File: config.mk
export PLATFORM = sky130hd
export DESIGN_NAME = ctrl_sid_router
export DESIGN_NICKNAME = d
export VERILOG_FILES = /design/src/rtl/ctrl_route_pkg.sv /design/src/rtl/sid_route_lookup.sv /design/src/rtl/ctrl_sid_router.sv
export SDC_FILE = /design/constraint.sdc
export NUM_CORES = 1
export LEC_CHECK = 0
export ABC_AREA = 1
export CORE_AREA = 4 4 158 160
export CTS_CLUSTER_DIAMETER = 30
export DETAILED_ROUTE_END_ITERATION = 8
export DIE_AREA = 0 0 162 164
export GPL_ROUTABILITY_DRIVEN = 0
export GPL_TIMING_DRIVEN = 1
export MAX_ROUTING_LAYER = met4
export PLACE_DENSITY_LB_ADDON = 0.2
export SKIP_LAST_GASP = 1
export SYNTH_ARGS = -nofsm -noshare
export SYNTH_HDL_FRONTEND = slang
export SYNTH_SLANG_ARGS = --single-unit
File: constraint.sdc
create_clock -name bus_clk -period 2.68 [get_ports bus_clk]
set_input_delay 0.268 -clock bus_clk [delete_from_list [all_inputs] [get_ports bus_clk]]
set_output_delay 0.268 -clock bus_clk [all_outputs]
set_load 0.005 [all_outputs]
File: src/rtl/ctrl_route_pkg.sv
// Shared definitions for the SID router: FSM states, route-entry layout and
// the settings-bus address map of the route table.
package ctrl_route_pkg;

    typedef enum logic [1:0] {
        ST_IDLE = 2'd0,
        ST_PASS = 2'd1,
        ST_DROP = 2'd2
    } route_state_t;

    // Route-entry field positions inside set_data.
    localparam int ENTRY_SID_LSB = 0;
    localparam int ENTRY_SID_MSB = 7;
    localparam int ENTRY_EN_BIT  = 8;

    localparam logic [7:0] SR_BASE_DEFAULT = 8'd64;

    typedef struct packed {
        logic       en;
        logic [7:0] sid;
    } route_entry_t;

    // Settings address of route entry k.
    function automatic logic [7:0] sr_entry_addr(input logic [7:0] base, input int k);
        return base + k[7:0];
    endfunction

endpackage

File: src/rtl/sid_route_lookup.sv
// Combinational priority match of a header SID against the route table;
// the lowest-numbered enabled matching entry wins.
module sid_route_lookup
    import ctrl_route_pkg::*;
#(
    parameter int         NUM_OUT  = 4,
    parameter logic [7:0] SID_MASK = 8'hF0
) (
    input  logic [7:0]                   sid,
    input  route_entry_t [NUM_OUT-1:0]   entries,
    output logic                         hit,
    output logic [$clog2(NUM_OUT)-1:0]   idx
);

    localparam int IDX_W = $clog2(NUM_OUT);

    logic [NUM_OUT-1:0] match;

    generate
        for (genvar gi = 0; gi < NUM_OUT; gi++) begin : g_match
            assign match[gi] = entries[gi].en &&
                               ((sid & SID_MASK) == (entries[gi].sid & SID_MASK));
        end
    endgenerate

    // Scan from the top down so the lowest matching index is written last.
    always_comb begin
        hit = 1'b0;
        idx = '0;
        for (int k = NUM_OUT - 1; k >= 0; k--) begin
            if (match[k]) begin
                hit = 1'b1;
                idx = k[IDX_W-1:0];
            end
        end
    end

endmodule

File: src/rtl/ctrl_sid_router.sv
// Routes AXI-stream packets to one of NUM_OUT ports by the masked SID in the
// header beat; packets with no enabled matching route entry are dropped and counted.
module ctrl_sid_router
    import ctrl_route_pkg::*;
#(
    parameter int         WIDTH    = 64,
    parameter int         NUM_OUT  = 4,
    parameter logic [7:0] SR_BASE  = SR_BASE_DEFAULT,
    parameter logic [7:0] SID_MASK = 8'hF0
) (
    input  logic                       bus_clk,
    input  logic                       bus_rst_n,
    input  logic                       clear,
    input  logic                       set_stb,
    input  logic [7:0]                 set_addr,
    input  logic [31:0]                set_data,
    input  logic [WIDTH-1:0]           i_tdata,
    input  logic                       i_tlast,
    input  logic                       i_tvalid,
    output logic                       i_tready,
    output logic [NUM_OUT*WIDTH-1:0]   o_tdata,
    output logic [NUM_OUT-1:0]         o_tlast,
    output logic [NUM_OUT-1:0]         o_tvalid,
    input  logic [NUM_OUT-1:0]         o_tready,
    output logic [31:0]                drop_count,
    output logic                       busy
);

    localparam int IDX_W = $clog2(NUM_OUT);

    route_state_t               state_reg, state_next;
    logic [IDX_W-1:0]           dest_reg;
    logic [31:0]                drop_count_reg;
    route_entry_t               entries_reg [NUM_OUT];
    route_entry_t [NUM_OUT-1:0] entries_flat;
    logic                       hit;
    logic [IDX_W-1:0]           hit_idx;
    logic                       decide;
    logic                       unused_set_bits;

    assign unused_set_bits = ^set_data[31:ENTRY_EN_BIT+1];

    generate
        for (genvar gi = 0; gi < NUM_OUT; gi++) begin : g_entry
            always_ff @(posedge bus_clk or negedge bus_rst_n) begin
                if (!bus_rst_n) begin
                    entries_reg[gi] <= '0;
                end else if (set_stb && (set_addr == sr_entry_addr(SR_BASE, gi))) begin
                    entries_reg[gi].sid <= set_data[ENTRY_SID_MSB:ENTRY_SID_LSB];
                    entries_reg[gi].en  <= set_data[ENTRY_EN_BIT];
                end
            end
            assign entries_flat[gi] = entries_reg[gi];
        end
    endgenerate

    // Lookup sees the registered table, so a same-cycle write only affects later headers.
    sid_route_lookup #(
        .NUM_OUT  (NUM_OUT),
        .SID_MASK (SID_MASK)
    ) u_lookup (
        .sid     (i_tdata[7:0]),
        .entries (entries_flat),
        .hit     (hit),
        .idx     (hit_idx)
    );

    always_ff @(posedge bus_clk or negedge bus_rst_n) begin
        if (!bus_rst_n) begin
            state_reg      <= ST_IDLE;
            dest_reg       <= '0;
            drop_count_reg <= '0;
        end else begin
            state_reg <= state_next;
            if (decide) begin
                dest_reg <= hit_idx;
            end
            if (decide && !hit && (drop_count_reg != 32'hFFFF_FFFF)) begin
                drop_count_reg <= drop_count_reg + 32'd1;
            end
        end
    end

    // clear takes priority over everything and accepts no beat in its cycle.
    always_comb begin
        state_next = state_reg;
        i_tready   = 1'b0;
        o_tvalid   = '0;
        decide     = 1'b0;
        if (clear) begin
            state_next = ST_IDLE;
        end else begin
            case (state_reg)
                ST_IDLE: begin
                    if (i_tvalid) begin
                        decide     = 1'b1;
                        state_next = hit ? ST_PASS : ST_DROP;
                    end
                end
                ST_PASS: begin
                    i_tready           = o_tready[dest_reg];
                    o_tvalid[dest_reg] = i_tvalid;
                    if (i_tvalid && o_tready[dest_reg] && i_tlast) begin
                        state_next = ST_IDLE;
                    end
                end
                ST_DROP: begin
                    i_tready = 1'b1;
                    if (i_tvalid && i_tlast) begin
                        state_next = ST_IDLE;
                    end
                end
                default: begin
                    state_next = ST_IDLE;
                end
            endcase
        end
    end

    assign o_tdata    = {NUM_OUT{i_tdata}};
    assign o_tlast    = {NUM_OUT{i_tlast}};
    assign drop_count = drop_count_reg;
    assign busy       = (state_reg != ST_IDLE);

endmodule

* Yosys cells after proc, flatten, opt, wreduce, memory -nomap -nowiden
Cells that the tools add are included.
** Word-level totals
- Word-level logic and storage cells :: 72
- Register bits :: 72
- Output and inout port bits :: 298
** Operators by class
- $lt $le $gt $ge :: 2
- Equal/unequal tests :: 14
- Bitwise operators :: 1
- Reduce and logical (&&, ||, !) cells :: 18
- Add/subtract/negate cells :: 1
- Muxes and demuxes :: 25
** Operators by type and width (number)
- adder 32 x 1 -> 32 bit (second input constant) :: 1
- == test 8 x 7 -> 1 bit (second input constant) :: 4
- != test 32 bit (second input constant) :: 1
- 2-to-1 mux 2 bit :: 9
- == test 4 bit :: 4
- logical AND 1 bit :: 14
- 2-to-1 mux 1 bit :: 10
- != test 3 bit (second input constant) :: 3
- 2-to-1 mux 4 bit :: 2
- case mux 2 bit (3 select lines) :: 1
- bitwise AND 4 bit :: 1
- less-than comparator 2 x 3 -> 1 bit (second input constant) :: 1
- AND reduction 3 bit :: 1
- binary-select mux 1 bit (select 2 bit) :: 1
- demux 1 bit (select 2 bit) :: 1
- == test 2 x 1 -> 1 bit (second input constant) :: 1
- == test 2 bit (second input constant) :: 1
- greater-or-equal comparator 2 x 1 -> 1 bit (second input constant) :: 1
- logical NOT 2 bit :: 1
- case mux 1 bit (2 select lines) :: 1
- nonzero test 2 bit :: 1
- logical NOT 1 bit :: 1

* Depth between registers and ports, before layout
- Depth in word-level cells :: 10
- Depth in mapped cells :: 11
- Depth with buffers taken out :: 10

* Hierarchy
A second synthesis with hierarchy kept.
** Unflattened totals
- Cells, all modules :: 854
- Area, all modules :: 6107.1 um^2
** By module, submodules not included
- ctrl_sid_router :: times used 1, cells each 785, seq. area each 1801.7 um^2, area each 5780.5 um^2
- sid_route_lookup :: times used 1, cells each 69, seq. area each 0.0 um^2, area each 326.6 um^2

* Worst setup path before layout
OpenSTA, ideal clock, no wires.
- Kind :: register to register
- Start point :: reg drop_count_reg[0] (netlist: drop_count[0])
- End point :: reg drop_count_reg[0] (netlist: drop_count[0])
- Path slack :: 0.958 ns
- Stages on the path, launching flop included :: 11
- Data arrival time :: 1.657 ns
- Path buffers :: 1
- Cells stage by stage :: dfrtp_1 > ha_1 > inv_2 > nor2_4 > nand2_2 > nor2_4 > nand4_4 > nand3_2 > buf_6 > nand2_1 > nand2_1
** Between the ends
- Longest elaborated chain between the ends :: 2
** RTL lines
- from (decl) :: line ctrl_sid_router.sv:33 : logic [31:0] drop_count_reg;
- from (signal assigned) :: line ctrl_sid_router.sv:79 : drop_count_reg <= drop_count_reg + 32'd1;
- parallel branches: the longest is 2 deep, another holds adder 32 x 1 -> 32 bit
Several ways; the timed one is not identified.
A chain may end at the register's enable or synchronous reset.

* Final worst setup path
- Start point :: reg drop_count_reg[0] (netlist: drop_count[0])
- End point :: reg drop_count_reg[6] (netlist: drop_count[6])
Same word-level chain as after synthesis.

==> metrics.txt <==
synth unique cells 27; core area 0.0234 mm²; grt ovf 0; Sequential Area 0.00140 mm²; Pwr Density 392 mW/mm²; VDD IR-drop max 0.237 mV; post-cts resize count 0; CTS clk-pin slew, worst paths 70 ps; Setup crit end drop_count[6]$_DFFE_PN0P_; FP Rows 56; period utilization 83.6%; worst path arrival time 2480 ps; register area share after synthesis 25.4%; RSZ-0062 raised after global routing false; Initial Util 23.6%; final wirelength 14.7 mm; Max Fanout on Critical Path 32; Skew-Pair Late Insertion Delay 300 ps; final hold slack 491 ps; vias in the first global route 3739; status complete, no violations; DP HPWL 11.7 mm; Critical path origin drop_count[0]$_DFFE_PN0P_; Inserted Diodes 0; CTS Hold Bufs 1; routed via count 3658; fill cell count 2660; most common cell after layout, fill and taps aside nand2_1; sw frac 27.9%; r2r setup slk 440 ps; Logic pwr share 18.2%; max FFs per register 32; clock root cell clkbuf_16; Synth warnings 0; final hold violations 0; pin count of the biggest net entering global routing 33; Worst-Margin Slew 628 ps; IO Pins 412; share of layout cells above drive strength 1 4.05%; Area growth syn-to-layout -10.5%; routed len/inst 15.7 µm; Worst Path Required 2920 ps; Slew Limit Fails 0; Seq cells post-synth 56; TritonCTS buffer count 5; Vias/cell 3.91; Worst Hold Class flop to flop; CTS tree built; Final WS setup 441 ps; DRC viols 0; startpoint types flop; area of the multi-input gates 0.00195 mm²; FF-to-FF path depth 10; most frequent cells in the layout nand2_1, clkdlybuf4s50_1, nor2_1; Int Power 1.40 mW; DR pass1 iterations 6; maxcap violations 0; initial antenna violation count 0; CTS max path bufs 2; Detail Route Antenna Nets 0; switching pwr 0.540 mW; postcts setup bufs 0; chip width 162 µm; Worst R2R End drop_count[6]$_DFFE_PN0P_; Leakage 2.17 nW; Global Route Usage Sum 11.1%; share of power burned in registers 48.5%; # clock sinks 56; Final min period 2240 ps; H-Tree Depth 2; dpl ws 414 ps; clock power share 33.4%; Worst Setup End Kind flop; syn_area_per_cell 6.98 µm²; chip height 164 µm; Clock Skews 5.72 ps; count of final setup violators 0; Post-Syn Nets 910; area of the die 0.0266 mm²; relative slew slack 58.2%; Cell Area, Synth 0.00553 mm²; worst flop-to-flop path startpoint drop_count[0]$_DFFE_PN0P_; I/O Buffers 84; setup total negative slack 0 ps; # nets final 737; first-pass GRT wire length 22.2 mm; fmax 0.447 GHz; drt initial violations 171; Mapped Cells 792; critical path type flop to flop
[synth_stat cells]
master,count,share of area [%]
o22ai_1,1,0.11
o21ai_1,11,1.0
nand3_1,47,4.3
nor2_2,1,0.11
xnor2_1,8,1.3
ha_1,4,0.91
nand2_1,226,15
nand3b_1,16,2.2
nor2_1,67,4.5
inv_2,4,0.27
buf_4,260,35
nor2_4,2,0.41
nand3_2,1,0.18
nand4_4,1,0.38
nand2_2,1,0.11
dfrtp_1,56,25
buf_6,3,0.61
a21oi_1,1,0.090
nor3_1,6,0.54
xor2_1,11,1.7
buf_2,8,0.72
nor3b_1,1,0.14
o21ai_0,14,1.3
or2_2,1,0.11
inv_1,37,2.5
nand4_1,3,0.34
nor3_2,1,0.18
[worst max-delay path: stages, from the launching register on]
cell	delay (ps)
dfrtp_1	480
ha_1	320
inv_2	80
nor2_4	180
nand2_2	130
nor2_4	160
nand4_4	260
nand3_2	200
buf_12	200
nand2_1	70
nand2_1	60
[how the worst min path moves through the flow]
stage                                 startpoint                           end  slack, ps  cells after the start
CTS                 entries_flat[35]$_DFFE_PN0P_  entries_flat[35]$_DFFE_PN0P_        490                      2
floorplan                              bus_rst_n       dest_reg[0]$_DFFE_PN0N_        -30                      0
detailed placement                     bus_rst_n  entries_flat[23]$_DFFE_PN0P_        320                      1
global placement                       bus_rst_n  entries_flat[23]$_DFFE_PN0P_        330                      1
global route        entries_flat[35]$_DFFE_PN0P_  entries_flat[35]$_DFFE_PN0P_        510                      2
finish              entries_flat[35]$_DFFE_PN0P_  entries_flat[35]$_DFFE_PN0P_        490                      2
[final cells by class]
cell class	count	share of cell area [%]
tap	319	8.07
sequential	56	28.3
clock buffer	5	2.53
multi-input combinational	424	39.4
inverter	41	3.11
timing repair buffer	91	18.5
[kinds of logic after synthesis]
kind of cell,count (synthesis),share of synthesized area [%]
flip-flops,56,25.4
AND/OR/NAND/NOR,374,28.8
adder cells (fa/ha/maj),4,0.905
buffers and inverters,312,39.4
XOR/XNOR,19,3.01
AO/OA/AOI/OAI,27,2.47
[through the flow]
step	utilization [%]	power [mW]	instances	area [µm²]
after detailed placement	20.6	1.31	930	4810
after global routing	21.1	2.06	936	4940
after CTS	21.1	1.99	936	4940
after global placement	20.6	1.31	930	4810
final	21.1	1.94	936	4940
after floorplan	-	1.42	792	5530
[per-layer routing]
layer	GRT usage [%]	vias to the layer above	share of wire [%]
li1	-	1838	-
met1	13.0	1600	42
met2	17.9	206	47
met3	4.24	14	9.9
met4	3.11	0	1.4
met5	-	-	0
[power by group through the flow]
stage	registers (mW)	logic (mW)	clock network, mW
final	0.939	0.352	0.646
after global routing	0.948	0.400	0.713
after CTS	0.940	0.360	0.687
after detailed placement	0.956	0.356	0
after global placement	0.957	0.357	0
after floorplan	0.947	0.470	0
Note: power is estimated with default switching activity, not from simulation.
